**config.mk**
```make
export PLATFORM = sky130hd
export DESIGN_NAME = uart_tx_feeder
export DESIGN_NICKNAME = d
export VERILOG_FILES = /design/src/rtl/uart_tx_feeder.sv
export SDC_FILE = /design/constraint.sdc
export NUM_CORES = 1
export LEC_CHECK = 0
export CAP_MARGIN = 0
export CELL_PAD_IN_SITES_DETAIL_PLACEMENT = 0
export CELL_PAD_IN_SITES_GLOBAL_PLACEMENT = 1
export CORE_MARGIN = 2
export CORE_UTILIZATION = 49
export CTS_CLUSTER_DIAMETER = 30
export DETAILED_ROUTE_END_ITERATION = 7
export PLACE_DENSITY_LB_ADDON = 0.1
export SETUP_SLACK_MARGIN = 0.1
export SLEW_MARGIN = 20
export SYNTH_ARGS = -nofsm -noshare
export SYNTH_HDL_FRONTEND = slang
export SYNTH_SLANG_ARGS = --single-unit
export TNS_END_PERCENT = 30
```
**constraint.sdc**
```tcl
create_clock -name clock -period 3.5 [get_ports clock]
set_input_delay 0.875 -clock clock [delete_from_list [all_inputs] [get_ports clock]]
set_output_delay 0.875 -clock clock [all_outputs]
set_load 0.005 [all_outputs]
```
**src/rtl/uart_tx_feeder.sv**
```systemverilog
// uart_tx_feeder
// Byte buffer and launch controller placed directly in front of a UART
// transmitter. The host pushes bytes into a circular FIFO. The launcher pops
// one byte at a time and presents it on tx_data. It then pulses tx_start and
// waits for the transmitter's busy window to close before it launches the
// next byte.
//
// Ports
//   clock     system clock, all state on the rising edge
//   reset     asynchronous, active-high; clears all state immediately
//   wr_en     host push request
//   wr_data   host byte, sampled when wr_en is high
//   ovf_clr   clears the sticky overflow flag
//   tx_busy   transmitter busy, synchronous to clock
//   tx_data   registered byte to the transmitter, stable for a whole frame
//   tx_start  registered one-cycle launch strobe
//   full      count == DEPTH
//   empty     count == 0
//   count     entries currently stored, 0..DEPTH
//   overflow  sticky: a push arrived while full and was dropped
//   timeout   one-cycle pulse when a launch saw no busy acknowledge
module uart_tx_feeder #(
  parameter int DATA_W      = 8,
  parameter int DEPTH       = 8,
  parameter int ADDR_W      = 3,
  parameter int ACK_TIMEOUT = 64
) (
  input  logic              clock,
  input  logic              reset,
  input  logic              wr_en,
  input  logic [DATA_W-1:0] wr_data,
  input  logic              ovf_clr,
  input  logic              tx_busy,
  output logic [DATA_W-1:0] tx_data,
  output logic              tx_start,
  output logic              full,
  output logic              empty,
  output logic [ADDR_W:0]   count,
  output logic              overflow,
  output logic              timeout
);

  localparam int                TO_W     = $clog2(ACK_TIMEOUT + 1);
  localparam logic [ADDR_W:0]   FULL_CNT = (ADDR_W + 1)'(DEPTH);
  localparam logic [TO_W-1:0]   ACK_LAST = TO_W'(ACK_TIMEOUT - 1);

  typedef enum logic [2:0] {
    IDLE,
    LOAD,
    START,
    WAIT_ACK,
    WAIT_DONE
  } state_t;

  state_t              state, state_next;
  logic [DATA_W-1:0]   mem [DEPTH];
  logic [ADDR_W-1:0]   wr_ptr, rd_ptr;
  logic [TO_W-1:0]     ack_cnt;
  logic                push, pop, ack_expired;

  assign full  = (count == FULL_CNT);
  assign empty = (count == '0);
  assign push  = wr_en && !full;

  // Next-state logic. The pop happens only on the IDLE->LOAD transition.
  always_comb begin
    state_next  = state;
    pop         = 1'b0;
    ack_expired = 1'b0;
    case (state)
      IDLE: begin
        if (!empty) begin
          pop        = 1'b1;
          state_next = LOAD;
        end
      end
      LOAD:  state_next = START;
      START: state_next = WAIT_ACK;
      WAIT_ACK: begin
        if (tx_busy) begin
          state_next = WAIT_DONE;
        end else if (ack_cnt == ACK_LAST) begin
          // The transmitter never acknowledged. The byte is abandoned.
          ack_expired = 1'b1;
          state_next  = IDLE;
        end
      end
      WAIT_DONE: begin
        if (!tx_busy) state_next = IDLE;
      end
      default: state_next = IDLE;
    endcase
  end

  // Control, pointers and registered outputs.
  always_ff @(posedge clock or posedge reset) begin
    if (reset) begin
      state    <= IDLE;
      wr_ptr   <= '0;
      rd_ptr   <= '0;
      count    <= '0;
      ack_cnt  <= '0;
      tx_data  <= '0;
      tx_start <= 1'b0;
      overflow <= 1'b0;
      timeout  <= 1'b0;
    end else begin
      state <= state_next;
      if (push) wr_ptr <= wr_ptr + ADDR_W'(1);
      if (pop) begin
        rd_ptr  <= rd_ptr + ADDR_W'(1);
        tx_data <= mem[rd_ptr];
      end
      case ({push, pop})
        2'b10:   count <= count + (ADDR_W + 1)'(1);
        2'b01:   count <= count - (ADDR_W + 1)'(1);
        default: count <= count;
      endcase
      // Registered from the next state, so the strobe lines up exactly with START.
      tx_start <= (state_next == START);
      timeout  <= ack_expired;
      // WAIT_ACK counts its own cycles. The count restarts in START.
      if (state == START)         ack_cnt <= '0;
      else if (state == WAIT_ACK) ack_cnt <= ack_cnt + TO_W'(1);
      // A dropped push outranks a simultaneous clear.
      if (wr_en && full)  overflow <= 1'b1;
      else if (ovf_clr)   overflow <= 1'b0;
    end
  end

  // Storage. The contents are not reset; stale entries are never read
  // because the pointers and count are cleared.
  always_ff @(posedge clock) begin
    if (push) mem[wr_ptr] <= wr_data;
  end

endmodule
```
### After elaboration in Yosys (flattened, before gate mapping)

Memories as Yosys holds them, arrays and structs flattened. A register that Yosys moved wholly into a read port is not among the register bits.
Cells that the tools add are included.
Widths: inputs -> output; s select.

* output and inout bits: 17
* memories kept: 1
* bits in writable memories: 64
* register bits: 23
* latch bits: 0
* input bits: 13
* ROM bits: 0
* logic and storage cells: 48

* order comparisons: 0
* $mul: 0
* bitwise logic cells: 0
* div/mod/pow operators: 0
* reductions and logical operators: 8
* muxes and demuxes: 17
* shifts and indexed selects: 0
* equality and inequality tests: 9
* add/sub/neg operators: 5

Memory list
* mem: depth 8, bits a word 8, read ports 1, clocked after memory_dff 1, write ports 1, line 56 `logic [DATA_W-1:0] mem [DEPTH];`

Operator list (number)
* $pmux 3 s5: 1
* $mux 7: 2
* $mux 3: 4
* $eq 3x2->1 const B: 3
* $mux 1: 9
* $pmux 4 s2: 1
* $add 7x1->7 const B: 1
* $eq 7x6->1 const B: 1
* $add 3x1->3 const B: 2
* $reduce_bool 2->1: 3
* $add 4x1->4 const B: 1
* $eq 4x4->1 const B: 1
* $logic_not 4->1: 1
* $sub 4x1->4 const B: 1
* $eq 3x1->1 const B: 1
* $eq 3x3->1 const B: 1
* $logic_not 3->1: 1
* $eq 2x1->1 const B: 1
* $eq 2x2->1 const B: 1
* $logic_and 1x1->1: 2
* $logic_not 1->1: 1

### Logic depth before layout (Yosys ltp)

* depth in word-level cells: 5
* gate-level depth with buffers: 10
* gate-level depth less buffers: 9

### Worst setup path before layout

OpenSTA, ideal clock, no wires.

* kind: register to register
* start point: register count[0]
* end point: register count[3]
* cell stages (with the launch flop): 10
* period minus slack after synthesis: 2.565 ns
* path buffers: 0
* setup slack: 0.935 ns
* arrival: 2.440 ns
* cell sequence: dfrtp_1 > nor4b_1 > and2b_1 > inv_1 > ha_1 > ha_1 > a21o_1 > a2111oi_0 > nand4b_1 > nand3_1

* word-level cells in the longest chain between the ends: 5

RTL lines
* start, declared: line 38 `output logic [ADDR_W:0] count,`
* start signal, assigned: line 115 `2'b10: count <= count + (ADDR_W + 1)'(1);`
* start signal, assigned: line 116 `2'b01: count <= count - (ADDR_W + 1)'(1);`
* start signal, assigned: line 117 `default: count <= count;`
* $eq 4x4->1 *: line 61 `assign full = (count == FULL_CNT);`
* via full: line 36 `output logic full,`
* $logic_not 1->1 *: line 63 `assign push = wr_en && !full;`
* $logic_and 1x1->1 *: line 63
* $eq 2x1->1 / $eq 2x2->1 (equally long branches): line 114 `case ({push, pop})`
* $pmux 4 s2 / $reduce_bool 2->1 (equally long branches)

The timed path passes the listed nets; every way through them passes the cells marked *.
A chain may end at the register's enable or synchronous reset.

### Final worst setup path

* start point: register count[0]
* end point: register count[3]

* word-level cells in the longest chain between the ends: 5

RTL lines (line)
* $logic_not 4->1 / $eq 4x4->1 (equally long branches): 62, 61
* $mux 1 / $logic_not 1->1 (equally long branches): 72, 63
* $mux 1 / $logic_and 1x1->1 (equally long branches): 70, 63
* $eq 2x1->1 / $eq 2x2->1 (equally long branches): 114
* $pmux 4 s2 / $reduce_bool 2->1 (equally long branches)

Several ways; a longest one is shown, not always the timed one.

==> flow_metrics.py <==
metrics = {
    "status": {
        "outcome": "finished, final reports clean",
    },
    "route": {
        "met1Wirelength_mm": 3.30,
        "routedWlPerCell_um": 16.8,
        "avgViaCountPerCell": 5.29,
        "drt_iter0_markers": 85,
        "route.detailed.drc": 0,
        "highest_layer": "met4",
        "wl_met3_um": 210,
        "drt-pass1-iter-count": 4,
        "vias": 2114,
        "ant_nets": 0,
        "wl_met2_mm": 3.11,
        "routed_wl_mm": 6.72,
    },
    "power": {
        "p_sw_w": 0.00114,
        "sequentialPowerShare_pct": 48.5,
        "pwr-share-comb_pct": 30.7,
        "p_sw_share_pct": 32.3,
        "clockPowerShare_pct": 20.7,
        "p_int_w": 0.00240,
        "max-vdd-ir-drop_v": 0.000401,
        "power.density_mw_per_mm2": 780,
        "p_leak_nw": 1.69,
    },
    "timing": {
        "min_period_ns": 2.77,
        "maxSlewViolCount": 0,
        "rsz0062_at_grt": "no",
        "maxSlewHeadroom_pct": 46.2,
        "final.period_utilization_pct": 79.2,
        "hold_viol_final": 0,
        "worstMarginPinSlew_ns": 0.808,
        "fmax_mhz": 361,
        "setup_viol": 0,
        "hold_ws_ns": 0.483,
        "fin_skew_ns": 0.00707,
        "fin_tns_setup_ns": 0,
    },
    "yosys": {
        "synth.most_common_cell": "edfxtp_1",
        "async_reset_ff_share_pct": 32.6,
        "synth.top_cell.area_share_pct": 49.4,
        "yosysWarnings": 0,
        "synth.distinct_cells": 38,
        "synth_cells": 252,
        "syn_area_mm2": 0.00389,
        "synth_edf_count": 64,
        "synth_top_area_cell": "edfxtp_1",
        "ys_top_cells_by_area": "edfxtp_1 49%, dfrtp_1 20%, mux4_2 9.3%, nand2_1 3.4%, mux2i_1 3.1%",
        "ys_ff_latch": 95,
        "synth_commonest_cells": "64 x edfxtp_1, 35 x nand2_1, 31 x dfrtp_1",
        "synthFlopType": "edfxtp_1",
        "syn_area_per_cell_um2": 15.4,
        "synthesis.nets": 272,
        "synth-seq-area-share_pct": 69.3,
    },
    "setup_path": {
        "regToRegEndpoint": "count[3]$_DFFE_PP0P_",
        "path_cells": "nor4b_1 > and2b_1 > inv_1 > ha_1 > ha_1 > a21o_1 > a2111oi_0 > nand4b_1 > nand3_1",
        "reg2reg_from": "count[0]$_DFFE_PP0P_",
        "cp_num_buf_inv": 1,
        "reg2reg_slack_ns": 0.73,
        "arrival_ns": 3.02,
        "slowest_delay_ns": 0.50,
        "path_class": "reg2reg",
        "cp_common_cell": "ha_1",
        "slowest_stage": "nor4b_1",
        "cp.required_ns": 3.74,
        "reg2regPathDepth": 9,
        "start_kind": "flop",
        "worst_path_dominant_cell_family": "simple AND/OR/NAND/NOR gates",
        "cp-end-kind": "flop",
        "path_max_fanout": 6,
    },
    "clock_network": {
        "cts-root-buf": "clkbuf_8",
        "cts_tree": "done",
        "cts_sinks": 95,
        "clk_pin_slew_ns": 0.09,
        "cts_setup_buffers": 0,
        "post_cts_resized": 0,
        "hold_buffers": 0,
        "clock_latency_ns": 0.36,
        "cts_made_buffers": 9,
        "clockBufferDepth": 2,
        "cts.htree.levels": 3,
    },
    "placement": {
        "gp_congestion": 0.718,
        "hpwl_mm": 4.50,
        "port-buffer-count": 29,
    },
    "grt": {
        "grt_max_degree": 32,
        "grt_first_pass_wirelength_mm": 10.7,
        "overflow": 0,
        "antenna_found_initial": 0,
        "grt_pass1_vias": 2012,
        "gr-usage-all-layers_pct": 17.0,
    },
    "die": {
        "io_pins": 30,
        "num_rows": 32,
        "die_y_um": 93.1,
        "die_area_mm2": 0.00867,
        "die_w_um": 93.1,
        "start_util_pct": 50.4,
        "core_mm2": 0.00773,
    },
    "cells_and_area": {
        "syn_to_final_growth_pct": 16.5,
        "drive_above_1_share_pct": 15.1,
        "nNetsFinal": 313,
        "diodes": 0,
    },
    "hold_path": {
        "hold-path-endpoint": "tx_data[7]$_DFFE_PP0P_",
        "min_path_type": "reg2reg",
        "hp-start": "tx_data[7]$_DFFE_PP0P_",
        "hold_path_depth": 2,
    },
    "run": {
        "drv_cap": 0,
    },
}
state kept, by name (all words and copies together), names as in the netlist:
register and cells:
ack_cnt 7, count 4, mem 64, overflow 1, rd_ptr 3, state 3, timeout 1, tx_data 8
tx_start 1, wr_ptr 3
worst reg2reg max path, cell delays in order (launching register included):
cell	delay, ns
dfrtp_1	0.45
nor4b_1	0.50
and2b_1	0.29
inv_1	0.10
ha_1	0.24
ha_1	0.26
a21o_1	0.20
a2111oi_0	0.38
nand4b_1	0.16
nand3_1	0.08
cell usage in the layout, fill, tap and decap left out, drive strengths merged, types with 3 or more instances in the layout:
master         Yosys  routed
edfxtp            64      64
nand2             35      35
dfrtp             31      31
clkdlybuf4s50      0      29
mux4              16      16
o21ai             15      15
mux2i             12      12
nor2              11      11
buf                6      11
inv                8      11
clkbuf             4      10
nor3               7       7
nand3              6       6
ha                 6       6
xnor2              4       4
nand2b             4       4
a21oi              3       3
cell type report:
type,count,area [um2]
Timing Repair Buffer,40,373
Multi-Input combinational cell,139,1100
Clock inverter,6,73.8
Fill cell,609,3190
Tap cell,102,128
Inverter,8,30.0
Clock buffer,10,128
Sequential cell,95,2700
through the flow:
stage / power, W / setup slack [ns] / area [um2] / utilization, % / instances
2_1_floorplan: 0.00243 / 0.935 / 3890 / - / 252
3_3_place_gp: 0.00283 / 0.462 / 4330 / 56.1 / 384
3_5_place_dp: 0.00286 / 0.396 / 4330 / 56.1 / 384
4_1_cts: 0.00358 / 0.649 / 4530 / 58.7 / 400
5_1_grt: 0.00376 / 0.504 / 4530 / 58.7 / 400
6_report: 0.00354 / 0.727 / 4530 / 58.7 / 400
layer usage:
layer | vias to the layer above | GRT usage, %
met3 | 10 | 3.14
met1 | 1057 | 24.5
met5 | - | 0
met2 | 31 | 25.7
li1 | 1016 | -
met4 | 0 | 7.35
how the worst max path moves through the flow:
stage | from | to | slack, ns | cells after the start
6_report | count[0]$_DFFE_PP0P_ | count[3]$_DFFE_PP0P_ | 0.73 | 9
5_1_grt | count[0]$_DFFE_PP0P_ | count[3]$_DFFE_PP0P_ | 0.50 | 9
4_1_cts | count[0]$_DFFE_PP0P_ | full | 0.65 | 2
3_5_place_dp | wr_en | count[3]$_DFFE_PP0P_ | 0.40 | 9
3_3_place_gp | wr_en | count[3]$_DFFE_PP0P_ | 0.46 | 9
2_1_floorplan | count[0]$_DFFE_PP0P_ | count[3]$_DFFE_PP0P_ | 0.93 | 9
power by group through the flow:
| stage | Combinational [W] | Sequential (W) | Clock, W |
|---|---|---|---|
| floorplan | 0.000824 | 0.00161 | 0 |
| global placement | 0.00109 | 0.00174 | 0 |
| detailed placement | 0.00111 | 0.00175 | 0 |
| CTS | 0.00111 | 0.00173 | 0.000747 |
| global route | 0.00121 | 0.00176 | 0.000788 |
| finish | 0.00109 | 0.00172 | 0.000734 |
cells by family (layout without fill, tap and decap cells):
| group | after synthesis | after routing | synth area share, % |
|---|---|---|---|
| compound gates | 24 | 24 | 3.54 |
| xor+xnor | 5 | 5 | 1.13 |
| fa+ha+maj | 7 | 7 | 2.44 |
| buf+inv | 18 | 64 | 2.28 |
| flops | 95 | 95 | 69.3 |
| mux | 28 | 28 | 12.3 |
| simple gates | 75 | 75 | 8.94 |
Note: power is estimated with default switching activity, not from simulation.
